File: src/rtl/bcd_serial_adder_ctrl.sv
// rtl/bcd_serial_adder_ctrl.sv - digit-serial multi-digit BCD adder sequencer
// One BCD add-and-correct cell is stepped LSD-first across DIGITS digits.
module bcd_serial_adder_ctrl #(
    parameter int DIGITS = 4
) (
    input  logic                  clk,
    input  logic                  rst_n,
    input  logic                  start,
    input  logic [4*DIGITS-1:0]   a,
    input  logic [4*DIGITS-1:0]   b,
    output logic                  busy,
    output logic                  done,
    output logic [4*DIGITS-1:0]   sum,
    output logic                  cout,
    output logic                  err
);
    localparam int W  = 4 * DIGITS;
    localparam int IW = (DIGITS > 1) ? $clog2(DIGITS) : 1;

    typedef enum logic [1:0] {IDLE, RUN, DONE} state_t;

    state_t          state;
    logic [W-1:0]    a_sh;
    logic [W-1:0]    b_sh;
    logic [W-1:0]    res;
    logic            carry;
    logic [IW-1:0]   idx;
    logic            err_acc;

    logic [4:0]      t;
    logic [3:0]      digit;
    logic            carry_nx;
    logic [W-1:0]    res_nx;
    logic            in_err;
    logic            last;

    always_comb begin
        t        = {1'b0, a_sh[3:0]} + {1'b0, b_sh[3:0]} + {4'b0, carry};
        digit    = t[3:0];
        carry_nx = 1'b0;
        // Applied to any t>9, including sums built from invalid digits.
        if (t > 5'd9) begin
            digit    = t[3:0] + 4'd6;
            carry_nx = 1'b1;
        end
        res_nx             = res;
        res_nx[idx*4 +: 4] = digit;
        last               = (idx == IW'(DIGITS - 1));
    end

    always_comb begin
        in_err = 1'b0;
        for (int i = 0; i < DIGITS; i++) begin
            if (a[4*i +: 4] > 4'd9 || b[4*i +: 4] > 4'd9)
                in_err = 1'b1;
        end
    end

    always_ff @(posedge clk or negedge rst_n) begin
        if (!rst_n) begin
            state   <= IDLE;
            a_sh    <= '0;
            b_sh    <= '0;
            res     <= '0;
            carry   <= 1'b0;
            idx     <= '0;
            err_acc <= 1'b0;
            busy    <= 1'b0;
            done    <= 1'b0;
            sum     <= '0;
            cout    <= 1'b0;
            err     <= 1'b0;
        end else begin
            done <= 1'b0;
            case (state)
                IDLE, DONE: begin
                    if (start) begin
                        a_sh    <= a;
                        b_sh    <= b;
                        res     <= '0;
                        carry   <= 1'b0;
                        idx     <= '0;
                        err_acc <= in_err;
                        busy    <= 1'b1;
                        state   <= RUN;
                    end else begin
                        state <= IDLE;
                    end
                end
                RUN: begin
                    a_sh  <= a_sh >> 4;
                    b_sh  <= b_sh >> 4;
                    res   <= res_nx;
                    carry <= carry_nx;
                    if (last) begin
                        idx   <= '0;
                        sum   <= res_nx;
                        cout  <= carry_nx;
                        err   <= err_acc;
                        done  <= 1'b1;
                        busy  <= 1'b0;
                        state <= DONE;
                    end else begin
                        idx <= idx + 1'b1;
                    end
                end
                default: state <= IDLE;
            endcase
        end
    end
endmodule

File: config.mk
export PLATFORM = sky130hd
export DESIGN_NAME = bcd_serial_adder_ctrl
export DESIGN_NICKNAME = d
export VERILOG_FILES = /design/src/rtl/bcd_serial_adder_ctrl.sv
export SDC_FILE = /design/constraint.sdc
export NUM_CORES = 1
export LEC_CHECK = 0
export CAP_MARGIN = 20
export CORE_MARGIN = 3
export CORE_UTILIZATION = 48
export DETAILED_ROUTE_END_ITERATION = 8
export PLACE_DENSITY_LB_ADDON = 0.05
export SYNTH_ARGS = -nofsm -noshare
export SYNTH_HDL_FRONTEND = slang
export SYNTH_SLANG_ARGS = --single-unit
File: constraint.sdc
create_clock -name clk -period 3 [get_ports clk]
set_input_delay 0.9 -clock clk [delete_from_list [all_inputs] [get_ports clk]]
set_output_delay 0.9 -clock clk [all_outputs]
set_load 0.03 [all_outputs]
==> impl_metrics.env, run 1 <==
export IMPL_status="finished, final reports clean"
export IMPL_grt_pass1_vias=2860
export IMPL_gp_congestion=0.8170
export IMPL_hold_path_class="register to register"
export IMPL_port_buffers=54
export IMPL_cpMaxStageDelayCell="fa_2"
export IMPL_dpl_hpwl_um=5598
export IMPL_relSlewSlack=0.4356
export IMPL_fp_coreArea_mm2=0.006832
export IMPL_path_cells="fa_2 > fa_2 > inv_1 > ha_2 > nor2b_1 > a31o_2 > o31ai_4 > mux2_4 > o21ai_0"
export IMPL_grt_max_degree=36
export IMPL_worstSetupPathType="register to register"
export IMPL_max_stage_delay_ps=540
export IMPL_ys_ff_latch=74
export IMPL_synth_fp_nets=409
export IMPL_ys_seq_area_frac=0.5429
export IMPL_rsz0062_at_grt="no"
export IMPL_postCtsSetupBuffers=0
export IMPL_peakVddDrop_mv=0.6333
export IMPL_finalWirelength_um=7891
export IMPL_synth_edf_count=0
export IMPL_wl_per_cell_um=15.20
export IMPL_netlist_area_mm2=0.003411
export IMPL_synth_top_cells_by_area="dfrtp_1 54%, nand2_1 9.1%, o21ai_0 4.7%"
export IMPL_ios=55
export IMPL_crit_required_ps=3270
export IMPL_finalHoldViolCount=0
export IMPL_period_share=0.9593
export IMPL_worstMarginPinSlew_ps=846.6
export IMPL_setup_viol=0
export IMPL_cp_common_cell="fa_2"
export IMPL_clk_pin_slew_ps=80
export IMPL_endpoint_kind="register"
export IMPL_start_kind="register"
export IMPL_yosys_warnings=0
export IMPL_slew_viol_final=0
export IMPL_fmax_ghz=0.3475
export IMPL_power_density_mw_per_mm2=1331
export IMPL_antennaDiodeCount=0
export IMPL_cts_num_sinks=74
export IMPL_p_leak_nw=1.943
export IMPL_htree_levels=3
export IMPL_overflow=0
export IMPL_layout_min_cycle_time_ps=2878
export IMPL_die_area_mm2=0.008153
export IMPL_post_place_cells=503
export IMPL_die_w_um=90.30
export IMPL_ant_nets=0
export IMPL_drt_iter0_markers=79
export IMPL_track_usage=0.2059
export IMPL_worst_ep_arrival_time_ps=3150
export IMPL_cts_buffer_depth=2
export IMPL_clk_latency_ps=350
export IMPL_drc=0
export IMPL_cts_buffers=9
export IMPL_maxCapViolCount=0
export IMPL_synth_cells=362
export IMPL_dr_pass1_iters=4
export IMPL_grt_pass1_wl_um=13670
export IMPL_vias=2816
export IMPL_clock_skew_ps=6.527
export IMPL_synth_main_ff_cell="dfrtp_1"
export IMPL_avgSynthCellArea_um2=9.422
export IMPL_worstPathMaxFanout=8
export IMPL_num_rows=30
export IMPL_synth_top_area_cell="dfrtp_1"
export IMPL_synth_distinct_cells=34
export IMPL_finalSetupTns_ps=0
export IMPL_synth_top_area_share=0.5429
export IMPL_stdcell_count=519
export IMPL_synthArstFlopShare=1.000
export IMPL_nNetsFinal=465
export IMPL_cts_tree="done"
export IMPL_antenna_found_initial=0
export IMPL_cts_root_buf="clkbuf_8"
export IMPL_holdWs_ps=471.5
export IMPL_die_h_um=90.30
export IMPL_start_util=0.4993
export IMPL_avgViaCountPerCell=5.426
export IMPL_drive_gt1_frac=0.09220
export IMPL_syn2layout_area_growth_pct=26.49
report_power, final:
| group | switching (W) | leakage, nW | total, W | internal, W |
|---|---|---|---|---|
| Combinational | 0.00200 | 0.909 | 0.00337 | 0.00137 |
| Clock | 0.000368 | 0.0916 | 0.000683 | 0.000315 |
| Sequential | 0.000258 | 0.943 | 0.00169 | 0.00143 |
| Total | 0.00263 | 1.94 | 0.00574 | 0.00312 |
worst max-delay path, delay by kind of cell (launching register included):
| family | cells | cell delay (ps) |
|---|---|---|
| fa+ha+maj | 3 | 1150 |
| compound gates | 3 | 660 |
| flops | 1 | 400 |
| mux | 1 | 390 |
| simple gates | 1 | 130 |
| buf+inv | 1 | 60 |
state kept, by name (all words and copies together) (netlist names):
name     count
a_sh        16
b_sh        16
res         16
sum         16
idx          2
state        2
busy         1
carry        1
cout         1
done         1
err          1
err_acc      1
cells in the final DEF (no fill, tap or decap), types with 2 or more instances in the layout:
cell,instances
nor2b_1,2
o21ai_1,12
a32o_1,4
dfrtp_1,74
and3_1,10
a22o_1,8
nor3b_1,3
fa_2,2
nand2b_1,2
buf_4,8
clkdlybuf4s50_1,53
nor2_1,33
a31oi_1,24
nand2_1,83
nor4b_1,2
inv_1,10
ha_1,9
a21oi_1,16
clkbuf_8,10
clkinv_2,5
nand4_1,2
a221oi_1,4
o21ai_0,27
repair_timing:
item	CTS	global route
setup endpoints to repair	8	24
hold buffers	0	0
resized for setup	1	16
routing by layer:
layer,part of all wire,routed length (µm),up-vias,track usage
li1,-,-,1371,-
met1,0.45,3534,1357,0.2733
met2,0.50,3916,76,0.3454
met3,0.041,321,12,0.02833
met4,0.015,119,0,0.07653
met5,0,0,-,0
cell families (layout without fill, tap and decap cells):
logic type / after synthesis / count (layout) / synth area share
flip-flops: 74 / 74 / 0.5429
buffers and inverters: 29 / 90 / 0.03228
XOR/XNOR: 2 / 2 / 0.007339
AND/OR/NAND/NOR: 143 / 143 / 0.1805
multiplexers: 1 / 1 / 0.004401
AO/OA/AOI/OAI: 101 / 101 / 0.1842
adder cells (fa/ha/maj): 12 / 12 / 0.04842
metrics by stage:
stage / power [W] / area (µm²) / setup WS (ps) / utilization
global placement: 0.004620 / 4084 / 94.37 / 0.5978
floorplan: 0.003707 / 3411 / 164.8 / -
detailed placement: 0.004705 / 4084 / -52.29 / 0.5978
global route: 0.006195 / 4314 / 17.51 / 0.6315
CTS: 0.005415 / 4257 / 9.108 / 0.6231
finish: 0.005744 / 4314 / 122.2 / 0.6315
Yosys cell counts, types with 2 or more instances:
master,count
nand2_1,83
dfrtp_1,74
nor2_1,33
o21ai_0,32
a31oi_1,24
clkbuf_1,17
a21oi_1,16
and3_1,10
ha_1,10
inv_1,10
a22o_1,8
o21ai_1,8
a221oi_1,4
a32o_1,4
nand2b_1,3
nor2b_1,3
nor3b_1,3
fa_1,2
nand4_1,2
nor4b_1,2
path summary, 6_finish.rpt:
kind	startpoint	cells past startpoint	endpoint	slack, ps
setup / recovery	a_sh[0]	9	res[14]	120
hold / removal	err_acc	2	err_acc	470
setup reg to reg	a_sh[0]	9	res[14]	120
hold reg to reg	err_acc	2	err_acc	470
max in group asynchronous	rst_n	2	a_sh[1]	1830
min in group asynchronous	rst_n	1	b_sh[5]	520
area by class of cell:
class / count / area [µm²]
clock buffer: 10 / 137.6
clock inverter: 6 / 32.53
fill: 613 / 2517
inverter: 10 / 37.54
multi-input combinational: 259 / 1508
sequential: 74 / 1852
tap: 96 / 120.1
timing repair buffer: 64 / 626.9
No activity file was read; power rests on OpenSTA's default activity.
==> run 2, diff against run 1 <==
ABC_AREA = 1   (was default)
CORE_UTILIZATION = 49   (was 48)
MAX_ROUTING_LAYER = met4   (was default)
==> run 2 against run 1 <==
Synthesized cell count increased by 23%. Via count increased by 9.6%. First-iteration DRC count increased by 82%.
==> impl_metrics.env, run 2 <==
export IMPL_drive_gt1_frac=0.08946
export IMPL_hold_path_class="register to register"
export IMPL_dpl_hpwl_um=5861
export IMPL_cts_buffer_depth=2
export IMPL_avgViaCountPerCell=5.150
export IMPL_netlist_area_mm2=0.003665
export IMPL_synth_simple_area_share=0.2475
export IMPL_drc=0
export IMPL_cts_root_buf="clkbuf_8"
export IMPL_synth_main_ff_cell="dfrtp_1"
export IMPL_die_h_um=92.48
export IMPL_clock_skew_ps=11.12
export IMPL_finalSetupTns_ps=0
export IMPL_relSlewSlack=0.5151
export IMPL_gp_congestion=0.9181
export IMPL_nNetsFinal=545
export IMPL_endpoint_kind="register"
export IMPL_cts_num_sinks=74
export IMPL_synth_most_common_cell="nand2_1"
export IMPL_ctsResizeCount=0
export IMPL_worstPathMaxFanout=4
export IMPL_die_area_mm2=0.008553
export IMPL_synth_top_cells_by_area="dfrtp_1 51%, nand2_1 15%, inv_1 5.1%"
export IMPL_track_usage=0.2213
export IMPL_synth_compound_area_frac=0.1229
export IMPL_final_util=0.6412
export IMPL_setup_viol=0
export IMPL_r2r_setup_slack_ps=300
export IMPL_layout_commonest_cell="nand2_1"
export IMPL_port_buffers=54
export IMPL_postCtsSetupBuffers=0
export IMPL_slew_viol_final=0
export IMPL_num_rows=30
export IMPL_period_share=0.9012
export IMPL_layout_min_cycle_time_ps=2704
export IMPL_synth_top_area_cell="dfrtp_1"
export IMPL_fp_coreArea_mm2=0.007019
export IMPL_start_util=0.5221
export IMPL_avgSynthCellArea_um2=8.235
export IMPL_hold_buffers=0
export IMPL_cts_buffers=9
export IMPL_synthAdderAreaFrac=0.04507
export IMPL_synth_cells=445
export IMPL_synth_xor_area_frac=0
export IMPL_synth_top_family_by_area="simple AND/OR/NAND/NOR gates"
export IMPL_grt_max_degree=75
export IMPL_worst_ep_arrival_time_ps=2980
export IMPL_antennaDiodeCount=0
export IMPL_syn2layout_area_growth_pct=22.81
export IMPL_wl_per_cell_um=14.26
export IMPL_finalHoldViolCount=0
export IMPL_rsz0062_at_grt="no"
export IMPL_cts_tree="done"
export IMPL_final_cell_mix="144 x nand2_1, 74 x dfrtp_1, 53 x clkdlybuf4s50_1, 50 x inv_1, 28 x o21ai_0"
export IMPL_synth_edf_count=0
export IMPL_yosys_warnings=0
export IMPL_worstMarginPinSlew_ps=726.6
export IMPL_clk_pin_slew_ps=80
export IMPL_grt_pass1_vias=3096
export IMPL_synth_fp_nets=492
export IMPL_power_density_mw_per_mm2=1229
export IMPL_p_leak_nw=2.237
export IMPL_fmax_ghz=0.3699
export IMPL_synth_distinct_cells=34
export IMPL_grt_pass1_wl_um=14520
export IMPL_synth_top_area_share=0.5053
export IMPL_start_kind="register"
export IMPL_drt_iter0_markers=144
export IMPL_ant_nets=0
export IMPL_finalWirelength_um=8543
export IMPL_synth_common_cells="144 x nand2_1, 74 x dfrtp_1, 50 x inv_1"
export IMPL_die_w_um=92.48
export IMPL_clk_latency_ps=340
export IMPL_peakVddDrop_mv=0.5244
export IMPL_ys_seq_area_frac=0.5053
export IMPL_antenna_found_initial=0
export IMPL_yosys_mux_area_fraction=0
export IMPL_vias=3085
export IMPL_maxCapViolCount=0
export IMPL_worstSetupPathType="register to register"
export IMPL_overflow=0
export IMPL_status="finished, final reports clean"
export IMPL_ys_ff_latch=74
export IMPL_ios=55
export IMPL_dr_pass1_iters=4
export IMPL_synthArstFlopShare=1.000
export IMPL_htree_levels=3
export IMPL_crit_required_ps=3280
-- run 2: final timing paths --
check                          from       end  depth (start not counted)
max                         a_sh[0]    res[6]                         15
min                        a_sh[14]  a_sh[14]                          2
max reg2reg                 a_sh[0]    res[6]                         15
min reg2reg                a_sh[14]  a_sh[14]                          2
max in group asynchronous     rst_n  a_sh[15]                          2
min in group asynchronous     rst_n   err_acc                          2
-- run 2: cell families (layout without fill, tap and decap cells) --
family / count (synthesis) / in the layout
simple gates: 209 / 209
compound gates: 77 / 77
flops: 74 / 74
buf+inv: 73 / 131
fa+ha+maj: 12 / 12
-- run 2: through the flow --
step           instance area (µm²)  cells  hold slack (ps)  power (W)  worst slack, ps
2_1_floorplan                 3665    445            442.9   0.003894            538.1
3_3_place_gp                  4297    583            455.0   0.004629            407.4
3_5_place_dp                  4297    583            461.6   0.004728            312.7
4_1_cts                       4501    599            478.5   0.005543            298.2
5_1_grt                       4501    599            495.1   0.006005            76.19
6_report                      4501    599            475.9   0.005530            296.4
-- run 2: final cells by class --
cell class                      count  area (µm²)
Timing Repair Buffer               60       593.1
Fill cell                         639        2519
Tap cell                           96       120.1
Inverter                           55       206.4
Sequential cell                    74        1852
Clock inverter                      5       52.55
Multi-Input combinational cell    298        1525
Clock buffer                       11       151.4
-- run 2: report_power, final --
group	leakage (nW)	internal (W)	switching, W
logic	1.19	0.00104	0.00201
clock network	0.105	0.000426	0.000372
registers	0.945	0.00142	0.000260
-- run 2: critical path: stages (launching register included) --
cell and delay, ps:
dfrtp_1 410, fa_1 480, fa_1 550, inv_1 90, ha_1 200, inv_1 80
nor2_1 50, a21oi_2 120, nand2_2 100, nand2_4 90, nand2_2 60, nand2_2 100
nand4_1 90, nand2_1 120, nand2_1 60, nand2_1 70
-- run 2: metal layers --
metal / global-route usage / vias up / wire length, µm
li1: - / 1532 / -
met1: 0.3139 / 1431 / 4032
met2: 0.3245 / 111 / 3822
met3: 0.03656 / 11 / 576
met4: 0.07550 / 0 / 112
met5: - / - / 0
